File: config.mk
export PLATFORM = sky130hd
export DESIGN_NAME = sr_reg_bank
export DESIGN_NICKNAME = d
export VERILOG_FILES = /design/src/rtl/sr_reg_pkg.sv /design/src/rtl/sr_reg_entry.sv /design/src/rtl/sr_reg_bank.sv
export SDC_FILE = /design/constraint.sdc
export NUM_CORES = 1
export LEC_CHECK = 0
export BUFFER_PORTS_ARGS = -buffer_cell sky130_fd_sc_hd__buf_2
export CAP_MARGIN = 15
export CORE_ASPECT_RATIO = 1.75
export CORE_UTILIZATION = 55
export CTS_BUF_LIST = sky130_fd_sc_hd__clkbuf_4 sky130_fd_sc_hd__clkbuf_8
export DETAILED_ROUTE_END_ITERATION = 6
export GPL_ROUTABILITY_DRIVEN = 1
export PLACE_DENSITY = 0.83
export SLEW_MARGIN = 10
export SYNTH_ARGS = -nofsm -noshare
export SYNTH_HDL_FRONTEND = slang
export SYNTH_SLANG_ARGS = --single-unit
export TNS_END_PERCENT = 50
File: constraint.sdc
create_clock -name clk -period 2.2 [get_ports clk]
set_input_delay 0.44 -clock clk [delete_from_list [all_inputs] [get_ports clk]]
set_output_delay 0.44 -clock clk [all_outputs]
set_load 0.1 [all_outputs]
File: src/rtl/sr_reg_pkg.sv
// Shared types for the PIM controller register bank: command codes and
// the sequencing states used while a multi-cycle rotate is in progress.
package sr_reg_pkg;

   typedef enum logic [1:0] {
      OP_LOAD  = 2'd0,
      OP_SHIFT = 2'd1,
      OP_ROT   = 2'd2,
      OP_CLR   = 2'd3
   } op_e;

   typedef enum logic {
      ST_IDLE   = 1'b0,
      ST_ROTATE = 1'b1
   } state_e;

endpackage

File: src/rtl/sr_reg_entry.sv
// One WIDTH-bit bank entry: async active-low clear, synchronous clear,
// and load-enable with hold. The next-value mux lives in the bank top.
module sr_reg_entry #(
   parameter int WIDTH = 10
) (
   input  logic             clk,
   input  logic             rst_n,
   input  logic             clr_i,
   input  logic             en_i,
   input  logic [WIDTH-1:0] d_i,
   output logic [WIDTH-1:0] q_o
);

   logic [WIDTH-1:0] q_d;
   logic [WIDTH-1:0] q_q;

   // NOTE: the default-first assignment keeps this block purely combinational (no latch).
   always_comb begin
      q_d = q_q;
      if (clr_i) begin
         q_d = '0;
      end else if (en_i) begin
         q_d = d_i;
      end
   end

   // NOTE: state updates use <= so every flop samples pre-edge values.
   always_ff @(posedge clk or negedge rst_n) begin
      if (!rst_n) begin
         q_q <= '0;
      end else begin
         q_q <= q_d;
      end
   end

   assign q_o = q_q;

endmodule

File: src/rtl/sr_reg_bank.sv
// Addressable bank of DEPTH load-enabled registers with addressed load,
// shift-in/shift-out, multi-cycle rotate, clear and a registered read port.
module sr_reg_bank
   import sr_reg_pkg::*;
#(
   parameter int WIDTH  = 10,
   parameter int DEPTH  = 8,
   parameter int ADDR_W = $clog2(DEPTH)
) (
   input  logic              clk,
   input  logic              rst_n,
   input  logic              op_valid,
   output logic              op_ready,
   input  op_e               op_code,
   input  logic [ADDR_W-1:0] op_addr,
   input  logic [WIDTH-1:0]  op_data,
   output logic              op_done,
   input  logic [ADDR_W-1:0] rd_addr,
   output logic [WIDTH-1:0]  rd_data,
   output logic [WIDTH-1:0]  shift_out,
   output logic              shift_out_valid
);

   state_e              state_d, state_q;
   logic [ADDR_W-1:0]   cnt_d, cnt_q;
   logic                op_done_d, op_done_q;
   logic [WIDTH-1:0]    rd_data_d, rd_data_q;
   logic [WIDTH-1:0]    shift_out_d, shift_out_q;
   logic                shift_out_valid_d, shift_out_valid_q;

   logic [DEPTH-1:0][WIDTH-1:0] ent_q;
   logic [DEPTH-1:0][WIDTH-1:0] ent_d;
   logic [DEPTH-1:0]            ent_en;
   logic                        ent_clr;
   logic [ADDR_W-1:0]           rot_amt;

   assign rot_amt  = op_data[ADDR_W-1:0];
   assign op_ready = (state_q == ST_IDLE);

   always_comb begin
      state_d           = state_q;
      cnt_d             = cnt_q;
      op_done_d         = 1'b0;
      shift_out_d       = shift_out_q;
      shift_out_valid_d = 1'b0;
      ent_d             = ent_q;
      ent_en            = '0;
      ent_clr           = 1'b0;
      // Read-before-write: the read port always sees the pre-edge contents.
      rd_data_d         = ent_q[rd_addr];

      unique case (state_q)
         ST_IDLE: begin
            if (op_valid) begin
               unique case (op_code)
                  OP_LOAD: begin
                     ent_d[op_addr]  = op_data;
                     ent_en[op_addr] = 1'b1;
                     op_done_d       = 1'b1;
                  end
                  OP_SHIFT: begin
                     for (int i = 1; i < DEPTH; i++) begin
                        ent_d[i] = ent_q[i-1];
                     end
                     ent_d[0]          = op_data;
                     ent_en            = '1;
                     shift_out_d       = ent_q[DEPTH-1];
                     shift_out_valid_d = 1'b1;
                     op_done_d         = 1'b1;
                  end
                  OP_ROT: begin
                     if (rot_amt == '0) begin
                        op_done_d = 1'b1;
                     end else begin
                        state_d = ST_ROTATE;
                        cnt_d   = rot_amt;
                     end
                  end
                  OP_CLR: begin
                     ent_clr   = 1'b1;
                     op_done_d = 1'b1;
                  end
                  default: ;
               endcase
            end
         end
         ST_ROTATE: begin
            for (int i = 1; i < DEPTH; i++) begin
               ent_d[i] = ent_q[i-1];
            end
            ent_d[0] = ent_q[DEPTH-1];
            ent_en   = '1;
            cnt_d    = cnt_q - ADDR_W'(1);
            if (cnt_q == ADDR_W'(1)) begin
               state_d   = ST_IDLE;
               op_done_d = 1'b1;
            end
         end
         default: state_d = ST_IDLE;
      endcase
   end

   for (genvar g = 0; g < DEPTH; g++) begin : g_ent
      sr_reg_entry #(.WIDTH(WIDTH)) u_ent (
         .clk   (clk),
         .rst_n (rst_n),
         .clr_i (ent_clr),
         .en_i  (ent_en[g]),
         .d_i   (ent_d[g]),
         .q_o   (ent_q[g])
      );
   end

   always_ff @(posedge clk or negedge rst_n) begin
      if (!rst_n) begin
         state_q           <= ST_IDLE;
         cnt_q             <= '0;
         op_done_q         <= 1'b0;
         rd_data_q         <= '0;
         shift_out_q       <= '0;
         shift_out_valid_q <= 1'b0;
      end else begin
         state_q           <= state_d;
         cnt_q             <= cnt_d;
         op_done_q         <= op_done_d;
         rd_data_q         <= rd_data_d;
         shift_out_q       <= shift_out_d;
         shift_out_valid_q <= shift_out_valid_d;
      end
   end

   assign op_done         = op_done_q;
   assign rd_data         = rd_data_q;
   assign shift_out       = shift_out_q;
   assign shift_out_valid = shift_out_valid_q;

endmodule

# Word level (Yosys, flattened, before mapping)
# Cells that the tools add are included.
totals:
  reg_bits: 106
  romBits: 0
  mem_bits_rw: 0
  latch_bits: 0
  word_cells: 99
  mem_count: 0
op_classes:
  mul: 0
  addsub: 1
  eq_ne: 9
  n_shift: 0
  div_mod_pow: 0
  n_lt_le_gt_ge: 3
  bitwise: 1
  n_mux: 49
  n_reduce_logical: 22
ops:
  columns: ["cell", "count"]
  rows:
  - ["80-bit one-hot mux with 2 select lines", 2]
  - ["10-bit 2-to-1 mux", 18]
  - ["80-bit bitwise mux", 1]
  - ["80-bit 2-to-1 mux", 1]
  - ["8-bit one-hot mux with 2 select lines", 2]
  - ["10-bit binary-select mux with 3-bit select", 1]
  - ["10-bit demux with 3-bit select", 1]
  - ["3-bit AND reduction", 10]
  - ["2-bit nonzero test", 8]
  - ["1-bit 2-to-1 mux", 14]
  - ["3-bit 2-to-1 mux", 3]
  - ["3-bit by 4-bit < comparator with 1-bit output, second input constant", 2]
  - ["8-bit 2-to-1 mux", 1]
  - ["1-bit one-hot mux with 2 select lines", 3]
  - ["3-bit one-hot mux with 2 select lines", 1]
  - ["2-bit == test, second input constant", 2]
  - ["2-bit != test, second input constant", 2]
  - ["4-bit by 1-bit != test with 1-bit output, second input constant", 1]
  - ["1-bit demux with 3-bit select", 1]
  - ["3-bit by 1-bit == test with 1-bit output, second input constant", 1]
  - ["3-bit by 1-bit greater-or-equal comparator with 1-bit output, second input constant", 1]
  - ["3-bit zero test", 1]
  - ["3-bit by 2-bit != test with 1-bit output, second input constant", 1]
  - ["3-bit OR reduction", 1]
  - ["6 further kinds", 6]

# Logic depth before layout (Yosys ltp)
# Gate-level depths: netlist (run 1).
logic_depth:
  ltp_word: 10
  ltp_mapped: 6
  ltp_nobuf: 5

# Cells and area by module
# A second synthesis (run 1) with hierarchy kept.
hier_totals:
  hier_cells: 746
  hier_area_um2: 7527.2
by_module_without_submodules:
  columns: ["mod", "seq_area_each_um2", "area_each_um2", "cells_each", "instances"]
  rows:
  - ["sr_reg_bank", 650.6, 4304.1, 490, 1]
  - ["sr_reg_entry", 250.2, 402.9, 32, 8]

# Least setup slack after synthesis (run 1)
# Ideal clock, no wire load.
synth_path:
  kind: "reg2reg"
  startpoint: "register state_q"
  endpoint: "register g_ent[3].u_ent.q_q[8]"
  setup_slack_ns: 0.377
  t_arrival_ns: 1.702
  required_time_ns: 2.079
  n_path_buf: 1
  synth_period_minus_slack_ns: 1.823
  path_stages_with_launch: 6
  path_cell_list: "dfrtp_1 inv_2 o21ai_2 buf_2 a22o_1 a22o_1"
synth_via:
  elab_chain_cells: 4
  word_cells_on_any_way: 10
synth_rtl:
  columns: ["element", "line", "text"]
  rows:
  - ["start: declaration", "sr_reg_bank.sv:24", "state_e state_d, state_q;"]
  - ["start signal: assignment", "sr_reg_bank.sv:123", "state_q <= state_d;"]
  - ["1-bit inverter (no source line) (*)", null, null]
  - ["net op_ready", "sr_reg_bank.sv:13", "output logic op_ready,"]
  - ["8-bit one-hot mux with 2 select lines or 80-bit one-hot mux with 2 select lines (tied branches)", "sr_reg_bank.sv:52", "unique case (state_q)"]
  - ["2-bit nonzero test (no source line) or 10-bit 2-to-1 mux (tied branches)", null, null]
  - ["3-bit AND reduction (no source line) or 10-bit 2-to-1 mux (tied branches)", null, null]
  - ["end signal: assignment", "sr_reg_entry.sv:32", "q_q <= q_d;"]
  - ["end: declaration", "sr_reg_entry.sv:15", "logic [WIDTH-1:0] q_q;"]
# Mark *: on every way through the listed nets, which the timed path passes. The rest lies on a longest branch. The select of a mux whose other input is x is not followed.
# A chain may end at the register's enable or synchronous reset.

# Final worst setup path (run 1)
layout_path:
  startpoint: "register state_q"
  endpoint: "output op_ready"
layout_via:
  elab_chain_cells: 1
layout_rtl:
  columns: ["element", "line"]
  rows:
  - ["1-bit inverter (no source line)", null]
  - ["end: declaration", "sr_reg_bank.sv:13"]
# No other way between the ends.

==> out/summary.txt, run 1 <==
crit path cell chain - inv_2, clkbuf_4
initial antenna violation count - 0
CP peak stage delay - 680 ps
TritonCTS Sinks - 106
r2r setup slk - 330 ps
CTS H-tree lvls - 3
Num CTS Buffers - 9
critical path fanouts, max - 11
CP max stage cell - dfrtp_1
fin crit share - 0.938
area grow syn2layout - 9.04%
post-DP HPWL - 8950 um
share of post-route cells with drive strength above 1 - 0.276
Fin. Hold Viols - 0
Crit path required time - 1760 ps
Die Span Y - 134 um
Slew @ Worst Pin - 756 ps
I/O pin total - 44
Leak - 2.60 nW
clock skew - 18.3 ps
worst skew pair latency - 390 ps
Overall Power - 9.53 mW
commonest non-fill, non-tap cell in the layout - dfrtp_1
Final nets - 514
relative slew slack - 0.493
Max-cap violations - 0
Total Routed Length - 12600 um
Total Neg Setup Slack - 0 ps
R2R Path Start - state_q
nature of the critical path startpoint - flip-flop
# setup viols final - 0
CTS tree - done
Cell variety after synth - 44
Worst Path Arrival - 1620 ps
Post-Syn Area - 5470 um2
Tmin final - 2060 ps
Max Root-Sink Buffers - 2
Initial Util - 0.570
Setup WS post-layout - 136 ps
starting DRC count in detailed routing - 489
drt via density - 6.66
Final Slew Violations - 0
vias - 4116
Fin Hold WS - 377 ps
Hold Crit Start - op_valid
vias in the first global route - 4103
RSZ-0062 raised after global routing - no
syn_nets - 480
Fmax - 485 MHz
status - finished with violations
syn_area_per_cell - 12.0 um2
GPL Wtd Cong - 0.972
most frequent cells in the layout - dfrtp_1 (106), a21oi_1 (52), nor2_1 (51), a22oi_1 (50), buf_2 (41)
clock slew at reported path FFs - 100 ps
sequential fraction of the synthesis area - 0.485
drc violations - 9
Post-synth EDFFs - 0
Overall Global Routing Usage - 0.257
Overflow after GRT - 0
Setup crit start - state_q
Root Driver - clkbuf_8
R2R Path End - g_ent[2].u_ent.q_o[6]
die width - 77.4 um
Critical Path Sink Type - output pin
Die ar. - 10400 um2
Routed wire per std cell - 20.4 um
maximum ir drop on the vdd rail - 1.03 mV
cell count of the worst reg-to-reg path - 5
port bufs - 43
maximum number of pins on one net before global-route repair - 71
Syn Inst Count - 457
critical path class - reg -> out
first-pass GRT wire length - 20600 um
num rows - 47
share of flip-flops with an asynchronous set or reset - 1.00
setup slack at placement - 237 ps
violated checks - DRC
worst hold endpoint - op_done
antenna-violating nets left - 0
Ant. Diodes - 0
YS warnings - 0
core area - 9590 um2
Worst Hold Class - in -> reg
Post-CTS Setup Repair Bufs - 0
ys flop type - dfrtp_1
Yosys reg bits - 106
Hold Crit Depth - 3
drt pass-1 iters - 7
pwr/cell area - 1600 nW/um2
[critical path: cells and delay by family (launching register included)]
family	cells	cell delay [ps]
buf+inv	2	550
flops	1	680
[cell type report]
| type | count | area (um2) |
|---|---|---|
| Fill cell | 733 | 3620 |
| Sequential cell | 106 | 2650 |
| Multi-Input combinational cell | 291 | 2440 |
| Timing Repair Buffer | 67 | 440 |
| Tap cell | 122 | 153 |
| Clock buffer | 9 | 124 |
| Clock inverter | 7 | 87.6 |
| Inverter | 16 | 60.1 |
[report_power, final]
| group | switching, mW | internal (mW) |
|---|---|---|
| clock | 0.711 | 0.547 |
| combinational | 3.00 | 1.61 |
| sequential | 0.771 | 2.89 |
| total | 4.49 | 5.04 |
[cell usage after synthesis (2+ instances only)]
cell type / instances / area (um2)
buf_4: 4 / 30.0
mux4_2: 20 / 450
nor3_1: 2 / 10.0
a21oi_1: 52 / 260
o21a_1: 2 / 15.0
clkbuf_1: 5 / 18.8
a222oi_1: 10 / 100
inv_1: 15 / 56.3
mux2_2: 20 / 225
buf_6: 5 / 56.3
a2111oi_4: 3 / 82.6
o31ai_1: 3 / 22.5
nor2_1: 51 / 191
ha_1: 2 / 25.0
or3_1: 2 / 12.5
a22o_1: 40 / 350
clkbuf_8: 5 / 68.8
dfrtp_1: 106 / 2650
a211oi_2: 2 / 25.0
buf_2: 16 / 80.1
a22oi_1: 50 / 375
o21ai_0: 7 / 35.0
nand2b_1: 4 / 25.0
clkdlybuf4s25_2: 7 / 70.1
mux2i_1: 4 / 40.0
o21ai_2: 2 / 17.5
[repair_timing]
item | 4_1_cts | 5_1_grt
gates resized for setup | 0 | 1
endpoints found under the hold margin | 18 | 0
hold buffers | 1 | 0
endpoints found under the setup margin | 0 | 1
[kinds of logic (layout without fill, tap and decap cells)]
| family | Yosys count | count (layout) | share of synthesized area |
|---|---|---|---|
| adder cells (fa/ha/maj) | 2 | 2 | 0.00458 |
| AO/OA/AOI/OAI | 177 | 177 | 0.246 |
| multiplexers | 44 | 44 | 0.131 |
| buffers and inverters | 60 | 99 | 0.0719 |
| flip-flops | 106 | 106 | 0.485 |
| XOR/XNOR | 1 | 1 | 0.00160 |
| AND/OR/NAND/NOR | 67 | 67 | 0.0600 |
[per-layer routing]
| layer | vias up | track usage | routed length (um) |
|---|---|---|---|
| met4 | 0 | 0.121 | 308 |
| met3 | 32 | 0.0469 | 687 |
| met1 | 2083 | 0.314 | 4820 |
| met5 | - | 0 | 0 |
| li1 | 1808 | - | - |
| met2 | 193 | 0.438 | 6770 |
[flip-flops by register name (all words and copies together), names as in the netlist]
signal           cells
op_done              1
state_q              1
g_ent.u_ent.q_o     80
rd_data             10
cnt_q                3
shift_out_valid      1
shift_out           10
[how the worst max path moves through the flow]
stage                                  endpoint
after floorplan           g_ent[3].u_ent.q_o[8]
after global placement    g_ent[2].u_ent.q_o[8]
after detailed placement  g_ent[2].u_ent.q_o[6]
after CTS                              op_ready
after global routing                   op_ready
final                                  op_ready
[per-stage QoR]
| stage | util | cell area (um2) | std cells |
|---|---|---|---|
| 2_1_floorplan | - | 5470 | 457 |
| 3_3_place_gp | 0.598 | 5740 | 601 |
| 3_5_place_dp | 0.598 | 5740 | 601 |
| 4_1_cts | 0.622 | 5960 | 618 |
| 5_1_grt | 0.622 | 5960 | 618 |
| 6_report | 0.622 | 5960 | 618 |
Note: power is estimated with default switching activity, not from simulation.
==> run 2: changes to the inputs <==
--- a/config.mk
+++ b/config.mk
@@ -12,7 +12,7 @@
 export CTS_BUF_LIST = sky130_fd_sc_hd__clkbuf_4 sky130_fd_sc_hd__clkbuf_8
 export DETAILED_ROUTE_END_ITERATION = 6
 export GPL_ROUTABILITY_DRIVEN = 1
-export PLACE_DENSITY = 0.83
+export PLACE_DENSITY = 0.86
 export SLEW_MARGIN = 10
 export SYNTH_ARGS = -nofsm -noshare
 export SYNTH_HDL_FRONTEND = slang
==> constraint.sdc (replaced) <==
create_clock -name clk -period 1.8 [get_ports clk]
set_input_delay 0.36 -clock clk [delete_from_list [all_inputs] [get_ports clk]]
set_output_delay 0.36 -clock clk [all_outputs]
set_load 0.1 [all_outputs]
==> out/summary.txt, run 2 (same netlist as run 1, synthesis figures left out) <==
crit path cell chain - buf_4, nor3_1, buf_4, mux2_2
Final nets - 523
CTS H-tree lvls - 3
Ant. Diodes - 0
Root Driver - clkbuf_8
clock slew at reported path FFs - 100 ps
status - finished clean
Crit path required time - 2070 ps
Fin. Hold Viols - 0
worst skew pair latency - 390 ps
clock skew - 17.2 ps
first-pass GRT wire length - 21300 um
drt pass-1 iters - 6
share of post-route cells with drive strength above 1 - 0.289
Total Neg Setup Slack - 0 ps
CP peak stage delay - 430 ps
TritonCTS Sinks - 106
Critical Path Sink Type - flip-flop
Routed wire per std cell - 20.6 um
Leak - 2.66 nW
Fill cells - 722
nature of the critical path startpoint - flip-flop
# setup viols final - 0
Worst path most repeated cell - buf_4
critical path fanouts, max - 14
RSZ-0062 raised after global routing - no
Initial Util - 0.570
Overall Global Routing Usage - 0.267
most frequent cells in the layout - dfrtp_1 (106), a21oi_1 (52), nor2_1 (51), a22oi_1 (50), buf_2 (41)
CTS tree - done
Worst Hold Class - in -> reg
Fmax - 588 MHz
I/O pin total - 44
final instance area - 6070 um2
core area - 9590 um2
cell count of the worst reg-to-reg path - 4
Max-cap violations - 0
maximum number of pins on one net before global-route repair - 50
post-DP HPWL - 9400 um
placed instance area - 5840 um2
Num CTS Buffers - 9
die width - 77.4 um
Total Routed Length - 12900 um
Cell Count, Final, Fillers Out - 627
Final Slew Violations - 0
placed insts - 610
Die Span Y - 134 um
maximum ir drop on the vdd rail - 1.12 mV
pwr/cell area - 1950 nW/um2
critical path class - reg -> reg
crit path buf inv count - 2
Die ar. - 10400 um2
antenna-violating nets left - 0
drc violations - 0
drt via density - 6.67
port bufs - 43
fin crit share - 0.944
commonest non-fill, non-tap cell in the layout - dfrtp_1
max reg flops - 80
Max Root-Sink Buffers - 2
Slew @ Worst Pin - 754 ps
relative slew slack - 0.494
num rows - 47
Post-CTS Setup Repair Bufs - 0
Fin Hold WS - 341 ps
Overflow after GRT - 0
vias in the first global route - 4227
CP max stage cell - dfrtp_1
Worst Path Arrival - 1970 ps
area grow syn2layout - 11.0%
Crit. path cell count - 4
initial antenna violation count - 0
vias - 4184
top cell family by delay on the critical path - buffers and inverters
GPL Wtd Cong - 0.884
Tmin final - 1700 ps
starting DRC count in detailed routing - 470
Hold Crit Depth - 3
## run 2: worst paths after layout
check / from / to / slack [ps]
worst min-delay path: op_data[9] / g_ent[0].u_ent.q_o[9] / 340
min in group asynchronous: rst_n / g_ent[7].u_ent.q_o[1] / 490
worst max-delay path: state_q / shift_out[0] / 100
worst min register to register: shift_out[1] / shift_out[1] / 510
max in group asynchronous: rst_n / g_ent[2].u_ent.q_o[5] / 670
worst max register to register: state_q / shift_out[0] / 100
## run 2: worst register-to-register path: stages (launching register included)
cell and delay (ps):
dfrtp_1 430, buf_4 230, nor3_1 320, buf_4 270, mux2_2 360
## run 2: final cells by class
type                       instances  area [um2]  area share
timing repair buffer              76         549      0.0905
inverter                          16        62.6      0.0103
clock inverter                     7        82.6      0.0136
sequential                       106        2650       0.437
tap                              122         153      0.0252
clock buffer                       9         124      0.0204
multi-input combinational        291        2440       0.403
## run 2: timing repair
action	CTS	global route
gates resized for setup	1	1
endpoints found under the setup margin	1	1
hold buffers	1	0
endpoints found under the hold margin	32	0
## run 2: report_power, final
group / switching [mW] / leakage, nW / total (mW) / internal (mW)
combinational: 3.76 / 1.23 / 5.85 / 2.10
sequential: 0.914 / 1.32 / 4.44 / 3.53
clock: 0.865 / 0.104 / 1.53 / 0.667
total: 5.54 / 2.66 / 11.8 / 6.29
## run 2: stage by stage
| stage | power (mW) | utilization | setup slack, ps |
|---|---|---|---|
| after global routing | 12.4 | 0.633 | 11.7 |
| after CTS | 11.8 | 0.633 | 29.0 |
| after global placement | 9.97 | 0.610 | -9.37 |
| after floorplan | 8.89 | - | 154 |
| final | 11.8 | 0.633 | 101 |
| after detailed placement | 10.3 | 0.610 | -104 |
## run 2: routing by layer
metal	GRT usage	share of wire
met5	0	0
met2	0.458	0.53
met1	0.324	0.38
met4	0.136	0.033
met3	0.0381	0.056
